$ cat src/rtl/mini_src_pkg.sv
// Shared types and encodings for the Mini-SRC hardwired control unit.
// CU_SINGLE_STEP_EN adds the STEP_WAIT state used by single-step builds.
package mini_src_pkg;

  typedef enum logic [3:0] {
    S_IDLE,
    S_T0,
    S_T1,
    S_T2,
    S_T3,
    S_T4,
    S_T5,
    S_T6,
    S_HALT
`ifdef CU_SINGLE_STEP_EN
    , S_STEP_WAIT
`endif
  } state_t;

  typedef enum logic [2:0] {
    CLS_ALU3,
    CLS_UNARY,
    CLS_MULDIV,
    CLS_NOP,
    CLS_HALT,
    CLS_ILLEGAL
  } op_class_t;

  localparam logic [4:0] OP_ADD  = 5'b00011;
  localparam logic [4:0] OP_SUB  = 5'b00100;
  localparam logic [4:0] OP_SHR  = 5'b00101;
  localparam logic [4:0] OP_SHRA = 5'b00110;
  localparam logic [4:0] OP_SHL  = 5'b00111;
  localparam logic [4:0] OP_ROR  = 5'b01000;
  localparam logic [4:0] OP_ROL  = 5'b01001;
  localparam logic [4:0] OP_AND  = 5'b01010;
  localparam logic [4:0] OP_OR   = 5'b01011;
  localparam logic [4:0] OP_MUL  = 5'b01111;
  localparam logic [4:0] OP_DIV  = 5'b10000;
  localparam logic [4:0] OP_NEG  = 5'b10001;
  localparam logic [4:0] OP_NOT  = 5'b10010;
  localparam logic [4:0] OP_NOP  = 5'b11010;
  localparam logic [4:0] OP_HALT = 5'b11011;

  localparam logic [3:0] ALU_ADD  = 4'd0;
  localparam logic [3:0] ALU_SUB  = 4'd1;
  localparam logic [3:0] ALU_AND  = 4'd2;
  localparam logic [3:0] ALU_OR   = 4'd3;
  localparam logic [3:0] ALU_SHR  = 4'd4;
  localparam logic [3:0] ALU_SHRA = 4'd5;
  localparam logic [3:0] ALU_SHL  = 4'd6;
  localparam logic [3:0] ALU_ROR  = 4'd7;
  localparam logic [3:0] ALU_ROL  = 4'd8;
  localparam logic [3:0] ALU_MUL  = 4'd9;
  localparam logic [3:0] ALU_DIV  = 4'd10;
  localparam logic [3:0] ALU_NEG  = 4'd11;
  localparam logic [3:0] ALU_NOT  = 4'd12;
  localparam logic [3:0] ALU_NONE = 4'd15;

  localparam int OPC_HI = 31;
  localparam int OPC_LO = 27;
  localparam int RA_HI  = 26;
  localparam int RA_LO  = 23;
  localparam int RB_HI  = 22;
  localparam int RB_LO  = 19;
  localparam int RC_HI  = 18;
  localparam int RC_LO  = 15;

endpackage

$ cat src/rtl/op_decode.sv
// Combinational opcode decoder: instruction class plus the ALU function it needs.
module op_decode
  import mini_src_pkg::*;
#(
  parameter int OPW  = 5,
  parameter int ALUW = 4
) (
  input  logic [OPW-1:0]  opcode,
  output op_class_t       op_class,
  output logic [ALUW-1:0] alu_op
);

  always_comb begin
    op_class = CLS_ILLEGAL;
    alu_op   = ALUW'(ALU_NONE);
    case (opcode)
      OPW'(OP_ADD):  begin op_class = CLS_ALU3;   alu_op = ALUW'(ALU_ADD);  end
      OPW'(OP_SUB):  begin op_class = CLS_ALU3;   alu_op = ALUW'(ALU_SUB);  end
      OPW'(OP_SHR):  begin op_class = CLS_ALU3;   alu_op = ALUW'(ALU_SHR);  end
      OPW'(OP_SHRA): begin op_class = CLS_ALU3;   alu_op = ALUW'(ALU_SHRA); end
      OPW'(OP_SHL):  begin op_class = CLS_ALU3;   alu_op = ALUW'(ALU_SHL);  end
      OPW'(OP_ROR):  begin op_class = CLS_ALU3;   alu_op = ALUW'(ALU_ROR);  end
      OPW'(OP_ROL):  begin op_class = CLS_ALU3;   alu_op = ALUW'(ALU_ROL);  end
      OPW'(OP_AND):  begin op_class = CLS_ALU3;   alu_op = ALUW'(ALU_AND);  end
      OPW'(OP_OR):   begin op_class = CLS_ALU3;   alu_op = ALUW'(ALU_OR);   end
      OPW'(OP_MUL):  begin op_class = CLS_MULDIV; alu_op = ALUW'(ALU_MUL);  end
      OPW'(OP_DIV):  begin op_class = CLS_MULDIV; alu_op = ALUW'(ALU_DIV);  end
      OPW'(OP_NEG):  begin op_class = CLS_UNARY;  alu_op = ALUW'(ALU_NEG);  end
      OPW'(OP_NOT):  begin op_class = CLS_UNARY;  alu_op = ALUW'(ALU_NOT);  end
      OPW'(OP_NOP):  op_class = CLS_NOP;
      OPW'(OP_HALT): op_class = CLS_HALT;
      default:       op_class = CLS_ILLEGAL;
    endcase
  end

endmodule

$ cat src/rtl/control_unit.sv
// Mini-SRC hardwired control sequencer: fetch/execute T-states driving datapath strobes.
// CU_SINGLE_STEP_EN adds a step input and a STEP_WAIT state between instructions.
//
// state     | meaning
// IDLE      | waiting for start, all strobes low
// T0..T2    | fetch: PC->MAR, memory read into MDR, MDR->IR
// T3..T6    | execute, length depends on instruction class
// HALT      | halt or illegal opcode, left only by clear
// STEP_WAIT | single-step builds: parked between instructions until step
module control_unit
  import mini_src_pkg::*;
#(
  parameter int OPW  = 5,
  parameter int ALUW = 4
) (
  input  logic            Clock,
  input  logic            clear,
  input  logic            start,
  input  logic            mem_ready,
`ifdef CU_SINGLE_STEP_EN
  input  logic            step,
`endif
  input  logic [31:0]     ir,
  output logic            PCout,
  output logic            Zlowout,
  output logic            Zhighout,
  output logic            MDRout,
  output logic            MARin,
  output logic            Zin,
  output logic            PCin,
  output logic            MDRin,
  output logic            IRin,
  output logic            Yin,
  output logic            LOin,
  output logic            HIin,
  output logic            IncPC,
  output logic            Read,
  output logic            Gra,
  output logic            Grb,
  output logic            Grc,
  output logic            Rin,
  output logic            Rout,
  output logic [ALUW-1:0] alu_op,
  output logic            run,
  output logic            illegal_op
);

  state_t          state;
  logic            illegal_q;
  op_class_t       op_class;
  logic [ALUW-1:0] dec_alu;
  state_t          done_state;

  // Only the opcode steers sequencing; register fields go straight to the datapath.
  logic unused_ir;
  assign unused_ir = ^{ir[RA_HI:RA_LO], ir[RB_HI:RB_LO], ir[RC_HI:RC_LO], ir[RC_LO-1:0]};

  op_decode #(.OPW(OPW), .ALUW(ALUW)) u_op_decode (
    .opcode   (ir[OPC_HI -: OPW]),
    .op_class (op_class),
    .alu_op   (dec_alu)
  );

`ifdef CU_SINGLE_STEP_EN
  assign done_state = S_STEP_WAIT;
`else
  assign done_state = S_T0;
`endif

  always_ff @(posedge Clock) begin
    if (clear) begin
      state     <= S_IDLE;
      illegal_q <= 1'b0;
    end else begin
      case (state)
        S_IDLE: if (start) state <= S_T0;
        S_T0:   state <= S_T1;
        S_T1:   if (mem_ready) state <= S_T2;
        S_T2: begin
          case (op_class)
            CLS_NOP:     state <= S_T0;
            CLS_HALT:    state <= S_HALT;
            CLS_ILLEGAL: begin
              state     <= S_HALT;
              illegal_q <= 1'b1;
            end
            default:     state <= S_T3;
          endcase
        end
        S_T3:   state <= S_T4;
        S_T4:   state <= (op_class == CLS_UNARY) ? done_state : S_T5;
        S_T5:   state <= (op_class == CLS_MULDIV) ? S_T6 : done_state;
        S_T6:   state <= done_state;
        S_HALT: state <= S_HALT;
`ifdef CU_SINGLE_STEP_EN
        S_STEP_WAIT: if (step) state <= S_T0;
`endif
        default: state <= S_IDLE;
      endcase
    end
  end

  always_comb begin
    PCout    = 1'b0;
    Zlowout  = 1'b0;
    Zhighout = 1'b0;
    MDRout   = 1'b0;
    MARin    = 1'b0;
    Zin      = 1'b0;
    PCin     = 1'b0;
    MDRin    = 1'b0;
    IRin     = 1'b0;
    Yin      = 1'b0;
    LOin     = 1'b0;
    HIin     = 1'b0;
    IncPC    = 1'b0;
    Read     = 1'b0;
    Gra      = 1'b0;
    Grb      = 1'b0;
    Grc      = 1'b0;
    Rin      = 1'b0;
    Rout     = 1'b0;
    alu_op   = ALUW'(ALU_NONE);
    if (!clear) begin
      case (state)
        S_T0: begin
          PCout = 1'b1; MARin = 1'b1; IncPC = 1'b1; Zin = 1'b1;
        end
        S_T1: begin
          Zlowout = 1'b1; PCin = 1'b1; Read = 1'b1; MDRin = 1'b1;
        end
        S_T2: begin
          MDRout = 1'b1; IRin = 1'b1;
        end
        S_T3: begin
          Rout = 1'b1;
          case (op_class)
            CLS_UNARY:  begin Grb = 1'b1; Zin = 1'b1; alu_op = dec_alu; end
            CLS_MULDIV: begin Gra = 1'b1; Yin = 1'b1; end
            default:    begin Grb = 1'b1; Yin = 1'b1; end
          endcase
        end
        S_T4: begin
          case (op_class)
            CLS_UNARY: begin Zlowout = 1'b1; Gra = 1'b1; Rin = 1'b1; end
            CLS_MULDIV: begin
              Grb = 1'b1; Rout = 1'b1; Zin = 1'b1; alu_op = dec_alu;
            end
            default: begin
              Grc = 1'b1; Rout = 1'b1; Zin = 1'b1; alu_op = dec_alu;
            end
          endcase
        end
        S_T5: begin
          Zlowout = 1'b1;
          if (op_class == CLS_MULDIV) LOin = 1'b1;
          else begin Gra = 1'b1; Rin = 1'b1; end
        end
        S_T6: begin
          Zhighout = 1'b1; HIin = 1'b1;
        end
        default: ;
      endcase
    end
  end

  assign run        = !clear && (state != S_IDLE) && (state != S_HALT);
  assign illegal_op = !clear && illegal_q;

endmodule
$ cat config.mk
export PLATFORM = sky130hd
export DESIGN_NAME = control_unit
export DESIGN_NICKNAME = d
export VERILOG_FILES = /design/src/rtl/mini_src_pkg.sv /design/src/rtl/op_decode.sv /design/src/rtl/control_unit.sv
export SDC_FILE = /design/constraint.sdc
export NUM_CORES = 1
export LEC_CHECK = 0
export ABC_AREA = 1
export ABC_CLOCK_PERIOD_IN_PS = 1700
export CAP_MARGIN = 20
export CORE_UTILIZATION = 32
export DETAILED_ROUTE_END_ITERATION = 10
export PLACE_DENSITY = 0.8
export SLEW_MARGIN = 40
export SYNTH_ARGS = -nofsm -noshare
export SYNTH_HDL_FRONTEND = slang
export SYNTH_SLANG_ARGS = --single-unit
$ cat constraint.sdc
create_clock -name Clock -period 1.7 [get_ports Clock]
set_input_delay 0.34 -clock Clock [delete_from_list [all_inputs] [get_ports Clock]]
set_output_delay 0.34 -clock Clock [all_outputs]
set_load 0.005 [all_outputs]
Word-level counts from Yosys, hierarchy flattened

Cells that the tools add are included.

Flip-flop bits (word level): 5
Input port bits: 36
Output and inout bits: 25
Logic and storage cells: 90

Equal/unequal tests: 31
Mux-type cells: 43
Reduce and logical (&&, ||, !) cells: 14

Operators with widths:

| cell                                                                   | count |
|---|---|
| 4-bit case mux with 13 select lines                                    | 1 |
| 4-bit case mux with 9 select lines                                     | 1 |
| 5-bit by 4-bit equality test with 1-bit output (second input constant) | 5 |
| 5-bit equality test (second input constant)                            | 5 |
| 1-bit 2-to-1 mux                                                       | 25 |
| 5-bit by 3-bit equality test with 1-bit output (second input constant) | 4 |
| 4-bit 2-to-1 mux                                                       | 5 |
| 4-bit by 3-bit equality test with 1-bit output (second input constant) | 4 |
| 4-bit case mux with 2 select lines                                     | 2 |
| 3-bit case mux with 5 select lines                                     | 1 |
| 2-bit OR reduction                                                     | 5 |
| 9-bit OR reduction                                                     | 1 |
| 4-bit by 2-bit equality test with 1-bit output (second input constant) | 2 |
| 1-bit case mux with 2 select lines                                     | 4 |
| 3-bit by 2-bit equality test with 1-bit output (second input constant) | 2 |
| 3-bit equality test (second input constant)                            | 2 |
| 3-bit 2-to-1 mux                                                       | 2 |
| 1-bit case mux with 3 select lines                                     | 2 |
| 5-bit by 2-bit equality test with 1-bit output (second input constant) | 1 |
| 4-bit by 1-bit equality test with 1-bit output (second input constant) | 1 |
| 4-bit equality test (second input constant)                            | 1 |
| 4-bit zero test                                                        | 1 |
| 2-bit != test (second input constant)                                  | 2 |
| 4-bit != test (second input constant)                                  | 1 |
| 5 further kinds                                                        | 8 |

Longest topological paths before layout

Gate-level depths: netlist of the first run.

Depth after elaboration: 8
Gate-level depth with buffers: 11
Gate-level depth less buffers: 11

By module

A second synthesis of the first run with hierarchy kept.

Cells, all modules: 156
Area, all modules: 808.3 um^2

By module, submodules not included:

| module       | instances | cells an instance | area each (um^2) | sequential area each (um^2) |
|---|---|---|---|---|
| control_unit | 1         | 102               | 580.6            | 100.1 |
| op_decode    | 1         | 54                | 227.7            | 0.0 |

Worst setup path after synthesis of the first run

No wires, ideal clock.

Kind: in2out
Start point: in ir[29]
End point: out alu_op[2]
Arrival: 1127 ps
Required time: 1360 ps
Slack: 233 ps
Stages: 8
Buffers on the path: 0
Cell sequence: nor2_2 > nand2_2 > nor2_4 > inv_2 > o21ai_4 > nand2_1 > nor2_2 > nand3b_1

Cells in the longest elaborated chain, start to end: 7
Elaborated cells between the ends (all ways): 25
Those cells by class: eq/ne: 16; mux: 6; reduce/logical: 3

RTL lines:

| element                                                                | line                                     | text |
|---|---|---|
| from (decl)                                                            | control_unit.sv:23                       | `input logic [31:0] ir,` |
| 5-bit by 2-bit equality test with 1-bit output (tied with other cells) | op_decode.sv:16                          | `case (opcode)` |
| 9-bit OR reduction (no line) or 2-bit OR reduction (tied branches)     | n/a                                      |  |
| 3-bit case mux with 5 select lines                                     | op_decode.sv:16                          |  |
| 3-bit by 1-bit equality test with 1-bit output                         | control_unit.sv:137, control_unit.sv:144 |  |
| 4-bit 2-to-1 mux, on equally long branches                             | control_unit.sv:144, control_unit.sv:137 |  |
| 4-bit case mux with 2 select lines (*)                                 | control_unit.sv:125                      | `case (state)` |
| 4-bit 2-to-1 mux (*)                                                   | control_unit.sv:124                      | `if (!clear) begin` |
| to (decl)                                                              | control_unit.sv:43                       | `output logic [ALUW-1:0] alu_op,` |

Mark *: on every way between the ends. The rest lies on a longest branch, timed or not.

Worst setup path in the final report of the first run

Start point: in ir[28]
End point: out alu_op[2]

Same word-level chain as after synthesis.

==> results.md, run 1 <==
Place:
- The count of input and output buffers is 33.
- Summed over all nets, the half-perimeter wirelength after detailed placement is 2060 microns.
- The placement-stage worst setup slack is -0.845 ns.
- The final weighted congestion in routability-driven placement is 0.840.

Logic synthesis:
- The synthesized netlist contains 21 unique library cells.
- The most used flip-flop cell after synthesis is dfxtp_1.
- When the netlist entered floorplanning its net count stood at 175.
- In the post-synthesis netlist, the biggest area contributors are nand2_1, dfxtp_1, nor2_1.
- Averaged over all synthesized cells, the footprint is 5.21 sq um.
- The number of standard cells after synthesis is 139.
- The leading cell type by number of instances after synthesis is nand2_1.
- Synthesis inferred 5 register bits.
- Of all flip-flops after synthesis, the portion carrying an async set or reset was 0%.
- The synthesis warning total is 0.
- The number of flops mapped to enable cells by yosys is 0.
- The synthesized netlist occupies a cell area of 724 sq um.
- The part of the Yosys area used for sequential elements is 13.8%.
- After synthesis, the most frequently instantiated cells are nand2_1, nor2_1, inv_1.
- The fraction of synthesized cell area taken by the top area cell type is 18.1%.
- The synthesized design spends more area on one cell type than any other, namely nand2_1.

Pwr:
- The worst voltage drop across the vdd grid is 646 uV.
- Power comes to 1.38 mW.
- The total power per unit cell area is 814 nW/um^2.
- The leakage power summed over all cells is 0.896 nW.

GRT:
- The first-pass GRT wire length is 6160 microns.
- The maximum number of pins on one net before global-route repair is 10.
- The total routing usage reported by global routing is 32.7%.
- The total overflow reported by the global router is 0.
- The initial antenna violation count is 0.
- The number of global-route vias before repair is 1402.

Clock network:
- TritonCTS built the clock tree.
- The H-tree level count is 1.
- The count of clock tree sinks is 5.
- The clock-pin slew on the worst setup and hold paths is 0.05 ns.
- The worst-skew pair later-pin latency is 0.25 ns.
- The number of buffers inserted during clock tree synthesis is 3.
- The number of buffers on the longest clock path is 2.
- The clock root buffer is clkbuf_4.

Floorplanning:
- The top-level port count is 61.
- The core box area is 2040 sq um.
- The initial cell density of the core is 35.5%.
- Row generation in the floorplan step produced 16 rows.
- The floorplan die width is 49.6 microns.
- In this run the vertical extent of the chip is 49.6 microns.
- The area enclosed by the die boundary is 2460 sq um.

Worst setup path:
- At the worst endpoint, the required time is 1.36 ns.
- Counting buffers and inverters, the worst setup path is 12 cells deep.
- The highest-delay cell along the critical path is nor2_4.
- The setup check on the worst reg-to-reg path leaves a slack of 0.11 ns.
- The startpoint kind of the worst setup timing path is a primary input.
- In this run the worst setup path terminates at alu_op[2].
- The launching instance or port of the critical path is ir[28].
- STA classifies the critical path endpoint as an output port.
- The launch point of the worst reg-to-reg path is state[0].
- The critical path goes through buf_4, inv_2, nand2_2, nand2_2, nor2_4, buf_6, nor2_4, nand3_2, nand2_2, nor2_4, nand3b_1, buf_2.
- The number of buffer and inverter instances along the worst setup path is 4.
- The critical path's largest stage delay is 0.15 ns.
- The worst-case reg-to-reg path depth is 11.
- In this run the critical register-to-register path is captured at state[0].
- The family with the most delay on the worst path is simple AND/OR/NAND/NOR gates.
- The critical path class is in -> out.
- The top fanout value on the critical path is 5.
- Data on the critical path arrives at its endpoint at 1.52 ns.

Detailed routing:
- The number of DRC markers in iteration 0 is 54.
- The total via count in the routed design is 1383.
- The average detailed-routed wire length per instance is 16.7 microns.
- The wire length reported by the detailed router is 4300 microns.
- Once detail routing completed, the nets flagged for antenna violations numbered 0.
- Using the TritonRoute via totals, the vias-per-cell ratio works out to 5.38.
- After detailed routing, the number of remaining DRC violations is 0.
- The first detailed-routing pass ran for 4 iterations.

STA:
- The worst-margin pin slew is 0.312 ns.
- Setup repair after global routing could not meet its margin everywhere.
- In the post-route analysis, the smallest setup slack over all paths is -0.162 ns.
- On the final layout, the worst hold slack is 0.465 ns.
- The worst path in the final design needs a cycle of 1.86 ns, including I/O delays and setup.
- The highest clock rate is 0.537 GHz.
- The max-slew headroom at the worst pin is 79.0%.
- Setup violations remaining at the end of the flow were counted as 15.
- The number of max-slew violations in the final report is 0.
- On the final layout, the worst clock skew is 0.00219 ns.
- The count of endpoints failing hold in the final timing report is 0.
- After layout, the worst path uses 110% of the clock period.
- Summed over all failing endpoints, the final setup total negative slack is -1.34 ns.

Finish:
- The number of antenna diodes in the final layout is 0.
- For this run, the post-layout net count is 267.
- In the final layout, the share of cells above drive strength 1 is 64.8%.
- The synthesis-to-layout area growth is 133%.

Min path:
- The path category of the worst min-delay check is reg -> reg.

Run status:
- The checks that failed: negative setup slack.
- The run finished, with violations left.

Job:
- Max-cap violations in this run came to 0.
## final cells by class
class | instances | area (sq um)
Clock buffer | 3 | 22.5
Clock inverter | 1 | 5.00
Fill cell | 106 | 353
Inverter | 25 | 96.3
Multi-Input combinational cell | 102 | 707
Sequential cell | 5 | 108
Tap cell | 27 | 33.8
Timing Repair Buffer | 94 | 717
## repair_timing
action                     CTS  global route
setup buffers               22             5
setup endpoints to repair   26            25
hold buffers                 0             0
pin swaps                   21            21
hold endpoints to repair     0             0
gates resized for setup    144            45
## through the flow
step / cell area (sq um) / util (%) / std cells
after global placement: 1310 / 64.2 / 228
final: 1690 / 82.7 / 257
after global routing: 1690 / 82.7 / 257
after floorplan: 724 / - / 139
after CTS: 1590 / 77.6 / 254
after detailed placement: 1310 / 64.2 / 228
## worst reg2reg max path: stages, from the launching register on
cell,delay [ns]
dfxtp_2,0.36
inv_2,0.06
nor3_4,0.23
buf_6,0.15
nand2_4,0.07
o21ai_2,0.06
inv_2,0.07
buf_6,0.11
buf_6,0.10
buf_6,0.10
buf_6,0.10
a21oi_2,0.11
## power by group
part           leakage, nW  internal (mW)  switching (mW)
logic                0.836          0.494           0.533
clock network       0.0177         0.0861          0.0659
registers           0.0427          0.157          0.0388
## worst min path at each step
stage | start | end | slack, ns | depth (start not counted)
2_1_floorplan | illegal_q | illegal_q | 0.44 | 2
3_3_place_gp | illegal_q | illegal_q | 0.45 | 2
3_5_place_dp | illegal_q | illegal_q | 0.45 | 2
4_1_cts | illegal_q | illegal_q | 0.46 | 2
5_1_grt | illegal_q | illegal_q | 0.50 | 2
6_report | illegal_q | illegal_q | 0.46 | 2
## per-layer routing
metal	global-route usage, %	vias to the layer above	wire length, microns
met5	0	-	0
met4	22.4	0	336
met3	4.63	39	250
met2	60.8	96	2120
met1	33.1	637	1590
li1	-	611	-
## placed cells by master (no fill, tap or decap), drive strengths merged
master / instances
dlygate4sd2: 3
o2bb2ai: 1
clkdlybuf4s15: 5
o211ai: 1
o21ai: 8
nor2: 27
o22ai: 2
clkbuf: 8
nor3: 6
nand3b: 1
buf: 79
a21oi: 6
a31oi: 2
nand3: 8
nand2: 40
dfxtp: 5
clkinv: 1
inv: 25
clkdlybuf4s50: 2
## flip-flops by register name (all words and copies together) (netlist names)
register,flops
illegal_q,1
state,4
## cells by family (layout without fill, tap and decap cells)
kind of cell	after synthesis	count (layout)	share of synthesized area (%)
buf+inv	32	123	19.7
flops	5	5	13.8
simple gates	82	82	49.6
compound gates	20	20	16.9
No activity file was read; power rests on OpenSTA's default activity.
==> run 2, diff against run 1 <==
GPL_TIMING_DRIVEN = 1   (was default)
==> results of run 2 <==
Same layout as run 1: the final DEF is identical, and so are final timing and power.
==> run 3, diff against run 2 <==
ABC_AREA = default   (was 1)
CORE_UTILIZATION = 39   (was 32)
DONT_BUFFER_PORTS = 1   (was default)
GPL_ROUTABILITY_DRIVEN = 0   (was default)
PLACE_DENSITY = default   (was 0.8)
==> results.md, run 3 <==
Run status:
- The flow ran to the end, but the final reports show violations.
- The checks that failed: negative setup slack.

Logic synthesis:
- By area the synthesized netlist is led by dfxtp_1, buf_4, nor2_1.
- Synthesis instantiated 45 different standard cells from the library.
- The total of flip-flops plus latches after synthesis is 5.
- Synthesis produced a netlist with a net count of 154.
- The part of the Yosys area used for sequential elements is 11.4%.
- After technology mapping, the gate count stands at 118.
- The Yosys step of the flow raised 0 warnings.
- nor2_1 is the most common cell in the netlist.
- The leading area contributor after synthesis is dfxtp_1.
- The netlist area before placement is 880 sq um.
- The per-instance average area after synthesis is 7.45 sq um.
- By count the netlist is led by nor2_1, buf_4, a21oi_1, nor3_1.
- The proportion of synthesized flip-flops having asynchronous set or reset is 0%.
- Of the post-synthesis cell area, the dominant cell type holds 11.4%.
- The main flop type after synthesis is dfxtp_1.
- The number of flops mapped to enable cells by yosys is 0.

Finish:
- The antenna diode count is 0.
- The sequential cell area is 104 sq um.
- The design area is 938 sq um.
- The filler cells instantiated in the layout total 216.
- In the final layout, the registers with the most flip-flops are state: 4 flops, illegal_q: 1 flops.
- The final instance count without filler cells is 139.
- Of the cells placed in the final design, the portion with a size suffix greater than 1 is 31.3%.
- The flip-flop count of the largest register after layout is 4.
- The most common library cell in the layout ignoring fill and taps is nor2_1.
- At the end of the flow, the number of nets in the layout was 149.
- The synthesis-to-layout area growth is 6.69%.
- Leaving out fill and tap cells, the most frequent cells in the layout are nor2_1, buf_4.
- The area taken by multi-input logic gates is 699 sq um.
- Cells fill 46.0% of the core in the end.
- The register with the highest flop count is state.

Detailed routing:
- The average detailed-routed wire length per instance is 14.7 microns.
- The routed layout has 820 vias.
- The final antenna-violating net count is 0.
- For this run, design rule violations remaining after detail routing come to 0.
- The wire length reported by the detailed router is 2050 microns.
- For this block, the initial DRC count from the detailed router was 9.
- For this run, the detailed router's first-pass iteration total came to 4.
- Dividing the detail-routed via count by the number of cells gives 5.90.

Job:
- Max-cap violations in this run came to 0.

STA:
- The post-layout worst setup margin is -0.0150 ns.
- The count of endpoints failing hold in the final timing report came to 0.
- The setup-violating endpoint count in the final report is 2.
- In this run the tightest slew margin relative to its limit is 69.9%.
- The share of the clock period used by the worst path after layout is 101%.
- The worst hold-check slack is 0.151 ns.
- Setup repair after global routing could not meet its margin everywhere.
- The highest clock rate is 0.583 GHz.
- The shortest clock period the worst path allows after layout is 1.72 ns.
- The number of max-slew violations in the final report is 0.
- For the pin with the worst max-slew slack, the measured transition is 0.440 ns.
- The worst setup skew after layout is 0.000501 ns.

GRT:
- The initial antenna violation count came to 0.
- The first-pass GRT wire length is 3350 microns.
- The maximum number of pins on one net before global-route repair is 16.
- The total routing usage reported by global routing is 17.4%.
- The total overflow reported by the global router is 0.
- The number of global-route vias before repair is 742.

Worst setup path:
- The data arrival time at the worst-slack endpoint is 1.38 ns.
- The startpoint identified for the worst register-to-register timing path is state[1].
- The endpoint type of the worst setup path is an output port.
- The startpoint kind of the worst setup timing path is a flop.
- The top fanout value on the critical path is 8.
- The required time of the critical path is 1.36 ns.
- The end of the worst register-to-register path is state[3].
- The critical path is of the reg -> out type.
- The worst setup slack for register-to-register paths is 0.27 ns.
- The worst-case reg-to-reg path depth is 5.

Place:
- In this run, placement finished with an instance count of 134.
- The placement-stage worst setup slack is 0.0702 ns.
- In this run the cell area measured after placement is 831 sq um.
- The placed wire-length estimate is 1450 microns.
- During placement, the flow inserted port buffers numbering 0.

Pwr:
- The total power per unit cell area is 510 nW/um^2.
- The worst voltage drop across the vdd grid is 472 uV.
- For this design the static power due to leakage is 0.321 nW.

Clock network:
- In this run the number of H-tree levels came out at 1.
- Clock tree synthesis selected as its root buffer the cell clkbuf_4.
- The number of buffers on the longest clock path is 2.
- The clock-pin slew on the worst setup and hold paths is 0.04 ns.
- The tree built by TritonCTS fans out to 5 sinks.
- The number of clock buffers added by TritonCTS is 3.
- The count of hold-fix buffers inserted at cts is 0.
- Clock latency on the worst-skew pair, taken at its later pin, is 0.24 ns.
- TritonCTS built the clock tree.

Min path:
- The start point of the worst hold path is clear.
- Along the worst hold path, the cell count comes to 1.
- The path category of the worst min-delay check is in -> reg.
- The worst hold path endpoint is state[3].

Floorplanning:
- 61 I/O pins were placed.
- From left edge to right edge, the die measures 49.5 microns.
- The initial utilization of the core area, before any placement, comes to 43.1%.
- The standard-cell row count is 16.
- The die is 49.5 microns tall.
- The core box area is 2040 sq um.
- The die covers 2450 sq um.
run 3: worst max-delay path by stage:
stage               startpoint   to  slack, ns  cells past startpoint
floorplan               ir[28]  Rin       0.15                      5
global placement        ir[29]  Gra        0.1                      4
detailed placement      ir[29]  Gra       0.07                      4
CTS                   state[2]  Grc      0.005                      2
global route          state[3]  Gra      -0.07                      4
finish                state[3]  Gra      -0.02                      4
run 3: layout make-up:
cell class / instances / share of cell area [%]
clock buffer: 4 / 2.80
timing repair buffer: 7 / 6.00
inverter: 5 / 2.00
multi-input combinational: 91 / 74.5
tap: 27 / 3.60
sequential: 5 / 11.1
run 3: worst max-delay path, cell delays in order (launching register included):
cell	delay, ns
dfxtp_2	0.34
or3b_4	0.46
nor2b_2	0.16
mux2i_1	0.08
o21ai_1	0.10
run 3: metal layers:
layer	track usage [%]	part of all wire (%)	vias up
met3	7.10	8.1	0
met2	27.4	45	30
met5	0	0	-
met4	3.33	0	0
met1	22.3	47	380
li1	-	-	410
run 3: power by group:
| part | internal [mW] | switching, mW | leakage, nW |
|---|---|---|---|
| logic | 0.0882 | 0.108 | 0.264 |
| registers | 0.128 | 0.0173 | 0.0421 |
| clock network | 0.0887 | 0.0478 | 0.0150 |
| total | 0.305 | 0.173 | 0.321 |
run 3: through the flow:
step / power (mW) / TNS, ns
5_1_grt: 0.519 / -0.418
3_3_place_gp: 0.316 / 0
3_5_place_dp: 0.320 / 0
4_1_cts: 0.476 / 0
2_1_floorplan: 0.321 / 0
6_report: 0.479 / -0.0206
run 3: repair_timing:
item | in CTS | in global routing
resized for setup | 14 | 5
setup endpoints to repair | 11 | 19
pin swaps | 1 | 2
setup buffers | 1 | 0
run 3: logic make-up (layout without fill, tap and decap cells):
| kind of cell | Yosys count | count (layout) | synth area share, % |
|---|---|---|---|
| multiplexers | 1 | 1 | 1.14 |
| buffers and inverters | 22 | 16 | 16.6 |
| flip-flops | 5 | 5 | 11.4 |
| AND/OR/NAND/NOR | 51 | 51 | 35.7 |
| AO/OA/AOI/OAI | 34 | 34 | 28.0 |
| XOR/XNOR | 5 | 5 | 7.11 |
